==> src/rtl/rr_grant_arbiter.sv <==
// rr_grant_arbiter: round-robin arbiter with a bounded grant hold time.
//
// Ports
//   i_clk        rising-edge clock
//   i_rst_n      asynchronous active-low reset
//   i_EN         arbiter enable; dropping it ends any active grant
//   i_req        request vector, bit k = requester k (2**N requesters)
//   i_release    current owner is done; only looked at while a grant is active
//   o_gnt_valid  a grant is active
//   o_gnt_idx    binary index of the current (or most recent) owner
//   o_Y          one-hot grant, all zero whenever o_gnt_valid is low
//   o_timeout    one-cycle pulse after a grant was revoked by the hold limit
//
// Every grant is followed by at least one idle cycle, so successive owners
// always see a one-cycle gap. The search pointer moves to the slot just past
// each winner, which gives the round-robin order.
module rr_grant_arbiter #(
   parameter  int unsigned N        = 2,
   parameter  int unsigned MAX_HOLD = 8,
   localparam int unsigned NREQ     = 1 << N
) (
   input  logic            i_clk,
   input  logic            i_rst_n,
   input  logic            i_EN,
   input  logic [NREQ-1:0] i_req,
   input  logic            i_release,
   output logic            o_gnt_valid,
   output logic [N-1:0]    o_gnt_idx,
   output logic [NREQ-1:0] o_Y,
   output logic            o_timeout
);

   // Hold counter is wide enough for the full legal MAX_HOLD range (1..255)
   localparam int unsigned       HOLD_W    = 8;
   localparam logic [HOLD_W-1:0] HOLD_LAST = HOLD_W'(MAX_HOLD - 1);

   typedef enum logic {
      IDLE  = 1'b0,
      GRANT = 1'b1
   } state_t;

   state_t              state_q, state_d;
   logic [N-1:0]        ptr_q, ptr_d;
   logic [HOLD_W-1:0]   hold_q, hold_d;
   logic                gnt_valid_d;
   logic [N-1:0]        gnt_idx_d;
   logic                timeout_d;

   logic                win_found;
   logic [N-1:0]        win_idx;
   logic [N-1:0]        cand;

   logic                early_exit;
   logic                hold_limit;

   // Winner search: first set request at or above ptr, wrapping past the top
   always_comb begin
      win_found = 1'b0;
      win_idx   = '0;
      cand      = '0;
      for (int unsigned i = 0; i < NREQ; i++) begin
         cand = ptr_q + N'(i);
         if (!win_found && i_req[cand]) begin
            win_found = 1'b1;
            win_idx   = cand;
         end
      end
   end

   // Release, owner drop and disable all outrank the hold limit
   assign early_exit = i_release | ~i_req[o_gnt_idx] | ~i_EN;
   assign hold_limit = (hold_q == HOLD_LAST);

   // Next-state and registered-output values
   always_comb begin
      state_d     = state_q;
      ptr_d       = ptr_q;
      hold_d      = hold_q;
      gnt_valid_d = 1'b0;
      gnt_idx_d   = o_gnt_idx;
      timeout_d   = 1'b0;

      case (state_q)
         IDLE: begin
            if (i_EN && win_found) begin
               state_d     = GRANT;
               gnt_valid_d = 1'b1;
               gnt_idx_d   = win_idx;
               ptr_d       = win_idx + N'(1);
               hold_d      = '0;
            end
         end

         GRANT: begin
            gnt_valid_d = 1'b1;
            if (!hold_limit) begin
               hold_d = hold_q + HOLD_W'(1);
            end
            if (early_exit || hold_limit) begin
               state_d     = IDLE;
               gnt_valid_d = 1'b0;
               timeout_d   = hold_limit & ~early_exit;
            end
         end

         default: begin
            state_d = IDLE;
         end
      endcase
   end

   // State and output registers
   always_ff @(posedge i_clk or negedge i_rst_n) begin
      if (!i_rst_n) begin
         state_q     <= IDLE;
         ptr_q       <= '0;
         hold_q      <= '0;
         o_gnt_valid <= 1'b0;
         o_gnt_idx   <= '0;
         o_timeout   <= 1'b0;
      end else begin
         state_q     <= state_d;
         ptr_q       <= ptr_d;
         hold_q      <= hold_d;
         o_gnt_valid <= gnt_valid_d;
         o_gnt_idx   <= gnt_idx_d;
         o_timeout   <= timeout_d;
      end
   end

   // One-hot view of the grant, a pure decode of the grant registers
   always_comb begin
      o_Y = '0;
      if (o_gnt_valid) begin
         o_Y[o_gnt_idx] = 1'b1;
      end
   end

   // Structural invariants of the registered outputs
   a_y_onehot0 : assert property (@(posedge i_clk) disable iff (!i_rst_n)
      $onehot0(o_Y));
   a_timeout_idle : assert property (@(posedge i_clk) disable iff (!i_rst_n)
      o_timeout |-> !o_gnt_valid);
   a_valid_state : assert property (@(posedge i_clk) disable iff (!i_rst_n)
      o_gnt_valid == (state_q == GRANT));

endmodule

==> config.mk <==
export PLATFORM = sky130hd
export DESIGN_NAME = rr_grant_arbiter
export DESIGN_NICKNAME = d
export VERILOG_FILES = /design/src/rtl/rr_grant_arbiter.sv
export SDC_FILE = /design/constraint.sdc
export NUM_CORES = 1
export LEC_CHECK = 0
export BUFFER_PORTS_ARGS = -buffer_cell sky130_fd_sc_hd__buf_2
export CAP_MARGIN = 20
export CORE_UTILIZATION = 51
export CTS_BUF_LIST = sky130_fd_sc_hd__clkbuf_16
export DETAILED_ROUTE_END_ITERATION = 6
export PLACE_DENSITY = 0.75
export SLEW_MARGIN = 20
export SYNTH_ARGS = -nofsm -noshare
export SYNTH_HDL_FRONTEND = slang
export SYNTH_SLANG_ARGS = --single-unit
==> constraint.sdc <==
create_clock -name i_clk -period 1.9 [get_ports i_clk]
set_input_delay 0.38 -clock i_clk [delete_from_list [all_inputs] [get_ports i_clk]]
set_output_delay 0.38 -clock i_clk [all_outputs]
set_load 0.03 [all_outputs]
### After elaboration in Yosys (flattened, before gate mapping)

Cells that the tools add are included.

* $lt $le $gt $ge: 6
* muxes and demuxes: 29
* equality and inequality tests: 3
* bitwise gates (word level): 7
* reductions and logical operators: 11
* $add $sub $neg: 5

Operators by type and width (number)
* two-way mux 8 bit: 2
* case mux 8 bit (2 select lines): 1
* < comparator 2 x 3 -> 1 bit, second input constant: 5
* two-way mux 1 bit: 14
* binary-select mux 1 bit (select 2 bit): 5
* adder 8 x 1 -> 8 bit, second input constant: 1
* equality test 8 x 3 -> 1 bit, second input constant: 1
* two-way mux 2 bit: 4
* logical AND 1 bit: 5
* adder 2 x 1 -> 2 bit, second input constant: 2
* adder 2 bit, second input constant: 2
* two-way mux 4 bit: 1
* inequality test 2 bit, second input constant: 2
* inverter 1 bit: 4
* AND reduction 2 bit: 2
* logical NOT 1 bit: 3
* demux 1 bit (select 2 bit): 1
* greater-or-equal comparator 2 x 1 -> 1 bit, second input constant: 1
* bitwise OR 1 bit: 2
* case mux 1 bit (2 select lines): 1
* AND 1 bit: 1
* logical OR 1 bit: 1

* logic and storage cells: 66
* register bits after elaboration: 14
* input bits: 8
* output and inout port bits: 8

### Depth between registers and ports, before layout

* depth in word-level cells: 15
* mapped depth: 6
* gate-level depth less buffers: 6

### Worst setup path after synthesis

OpenSTA, ideal clock, no wires.

* path kind: reg2out
* start point: reg state_q (netlist name)
* end point: out o_Y[0]
* arrival time: 1.586 ns
* path slack: -0.066 ns
* stages on the path, launching flop included: 3
* cell sequence: dfrtp_1 -> clkbuf_1 -> nor3b_1

RTL lines
* end, declared: RTL line 29 `output logic [NREQ-1:0] o_Y,`

### Final worst setup path

* start point: reg hold_q[3]
* end point: reg hold_q[6]

* word-level cells in the longest chain between the ends: 3
* elaborated cells between the ends (all ways): 6
* classes of those cells: add/sub (1); eq/ne (2); mux (2); reduce/logical (1)

RTL lines
* start, declared: RTL line 44 `logic [HOLD_W-1:0] hold_q, hold_d;`
* start signal, assigned: RTL line 124 `hold_q <= hold_d;`
* adder 8 x 1 -> 8 bit or equality test 8 x 3 -> 1 bit (tied branches): RTL line 97, 72
* two-way mux 8 bit or inequality test 2 bit (tied branches)
* case mux 8 bit (2 select lines) or AND reduction 2 bit (tied branches)

Parallel ways exist; a longest one is shown, timed or not. The select of a mux whose other input is x is not followed.
A chain may end at the register's enable or synchronous reset.

==> qor.txt <==
Status: complete, no violations
RR Endpoint: hold_q[6]$_DFFE_PN0P_
Syn avg cell area: 9.24 um^2
Critical Path Start: hold_q[3]$_DFFE_PN0P_
Critical path class: register to register
Hold Crit Class: input pin to async pin
Cell count after synthesis: 84
Met3 Use GR: 9.78%
Sink Count: 14
Met1 global-route usage: 29.5%
Worst Skew: 0.00271 ns
Synthesis-stage register bit count: 14
Chip height: 41 um
Lkg Pwr: 0.452 nW
R2R Path Start: hold_q[3]$_DFFE_PN0P_
Max Cap Viol: 0
Reg2Reg Depth: 5
Arrival time at the worst endpoint: 1.81 ns
Initial cell density of the core: 57.5%
P&R area growth vs syn: 21.5%
Setup crit start kind: register
Crit Path Max Fanout: 7
Num CTS Buffers: 3
Clock tree buffer depth: 2
WHS: 0.0209 ns
Post-CTS setup buffers: 0
Clock-pin slew of the registers on the worst-case setup and hold paths: 0.04 ns
Minimum clock period: 1.70 ns
YS warnings: 0
Setup repair after global routing missed its margin: no
Power per Cell Area: 1230 nW/um^2
TNS Setup: 0 ns
# rows: 13
Resize count post-CTS: 0
Via Count: 657
Global routing's busiest layer: met2
Delay-heaviest family, CP: simple AND/OR/NAND/NOR gates
Slew margin rel.: 71.6%
Post-synth net total: 93
Clk_lat worst skew: 0.24 ns
Endpoint class of the critical path: register
Commonest non-fill, non-tap cell in the layout: buf_2
Global-route wire length before repair: 2360 um
Layout cell share with drive strength beyond 1: 24.0%
Initial antenna violation count: 0
WP data required: 2.02 ns
Hold_buf cts: 0
Layout Nets: 111
Post-synthesis sequential area ratio: 45.2%
DRC viols: 0
Overflow after GRT: 0
IO Pins: 16
Worst R2R Setup Slack: 0.20 ns
Die area: 1680 um^2
1st-iter DRT viols: 18
Yosys cell types: 30
Vias in the first global route: 538
CTS tree: yes
CP cell instances: or4_4 -> o31ai_4 -> nor3_2 -> xnor2_1 -> nor2_1
Core area: 1350 um^2
I/O Buffers: 15
H-tree depth: 1
CP max-delay cell: or4_4
DRT antenna net count: 0
Most frequent cells in the layout: buf_2, nor2_1, dfrtp_1, nand2_1, o21ai_0
Least-Margin Pin Slew: 0.426 ns
Pin count of the biggest net entering global routing: 15
Final HPWL DP: 1050 um
Wire per inst: 13.6 um
Max-slew violations: 0
Synthesized area: 776 um^2
Tot GR Track Use: 22.6%
Die Wd: 41 um
Fmax: 589 MHz
WP depth: 5
Routability cong.: 0.745
Vias per Instance: 5.71
GR Util met2: 34.0%
Fillers: 98
Critical Path Max Stage Delay: 0.57 ns
Period utilisation layout: 89.3%
Detailed Route WL: 1570 um
TritonRoute pass-1 iters: 4
Buf/Inv on CP: 0
Final hold violation count: 0
End of the critical path: hold_q[6]$_DFFE_PN0P_
Endpoints failing setup: 0
# diodes: 0
VDD IR max: 602 uV
Clk root buf: clkbuf_16
[synthesized netlist by cell type]
library cell	n	area (um^2)
nand4b_1	1	8.76
a21boi_0	1	7.51
nor2_1	14	52.6
a21o_1	2	15.0
nand2_1	11	41.3
nor4_1	1	6.26
nor3_1	2	10.0
o31ai_4	1	21.3
xor2_1	3	26.3
clkbuf_1	2	7.51
inv_1	3	11.3
mux4_2	1	22.5
ha_1	1	12.5
nor3_2	1	10.0
nand3_1	3	15.0
or4_4	1	11.3
xnor2_1	2	17.5
and3_1	1	6.26
a221oi_1	1	8.76
and3b_1	2	17.5
nand4_1	2	12.5
or3_2	1	7.51
a21oi_1	2	10.0
nor3b_1	1	7.51
o221ai_1	1	8.76
nor2b_1	1	6.26
nand3b_1	1	7.51
nand2b_1	1	6.26
dfrtp_1	14	350
o21ai_0	6	30.0
[layer usage]
metal / part of all wire [%] / vias to the layer above
met1: 47 / 297
met2: 45 / 21
li1: - / 334
met4: 1.5 / 0
met3: 6.3 / 5
met5: 0 / -
[stage by stage]
stage                     area, um^2  power [mW]  util, %  setup slack, ns  cells
after floorplan                  781       0.686        -            0.213     84
after global placement           867       0.771     64.2            0.263    112
after detailed placement         867       0.779     64.2            0.218    112
after CTS                        942        1.16     69.8            0.205    115
after global routing             942        1.24     69.8            0.116    115
final                            942        1.16     69.8            0.203    115
[area by class of cell]
| cell class | count | area (um^2) | share of cell area, % |
|---|---|---|---|
| inverter | 3 | 11.3 | 1.20 |
| timing repair buffer | 15 | 75.1 | 7.97 |
| clock buffer | 3 | 75.1 | 7.97 |
| tap | 15 | 18.8 | 1.99 |
| sequential | 14 | 350 | 37.2 |
| multi-input combinational | 65 | 412 | 43.7 |
[how the worst min path moves through the flow]
stage / startpoint / endpoint / slack (ns) / depth (start not counted)
2_1_floorplan: i_rst_n / hold_q[0]$_DFFE_PN0P_ / 0.08 / 0
3_3_place_gp: i_rst_n / hold_q[0]$_DFFE_PN0P_ / 0.28 / 1
3_5_place_dp: i_rst_n / state_q$_DFF_PN0_ / 0.28 / 1
4_1_cts: i_rst_n / state_q$_DFF_PN0_ / 0.03 / 1
5_1_grt: i_rst_n / o_gnt_idx[1]$_DFFE_PN0P_ / 0.05 / 1
6_report: i_rst_n / state_q$_DFF_PN0_ / 0.02 / 1
[state kept, by name, summed over array words and instances (netlist names)]
register and flops:
o_timeout 1, o_gnt_idx 2, hold_q 8, state_q 1, ptr_q 2
[kinds of logic (layout without fill, tap and decap cells)]
family	Yosys count	count (layout)	synth area share (%)
compound gates	14	14	13.1
xor+xnor	5	5	5.65
fa+ha+maj	1	1	1.61
buf+inv	5	21	2.42
flops	14	14	45.2
mux	1	1	2.90
simple gates	44	44	29.2
[report_power, final]
group	total, mW	internal (mW)	switching [mW]	leakage (nW)
Sequential	0.449	0.359	0.0903	0.184
Clock	0.384	0.274	0.110	0.0370
Combinational	0.326	0.135	0.191	0.231
No activity file was read; power rests on OpenSTA's default activity.
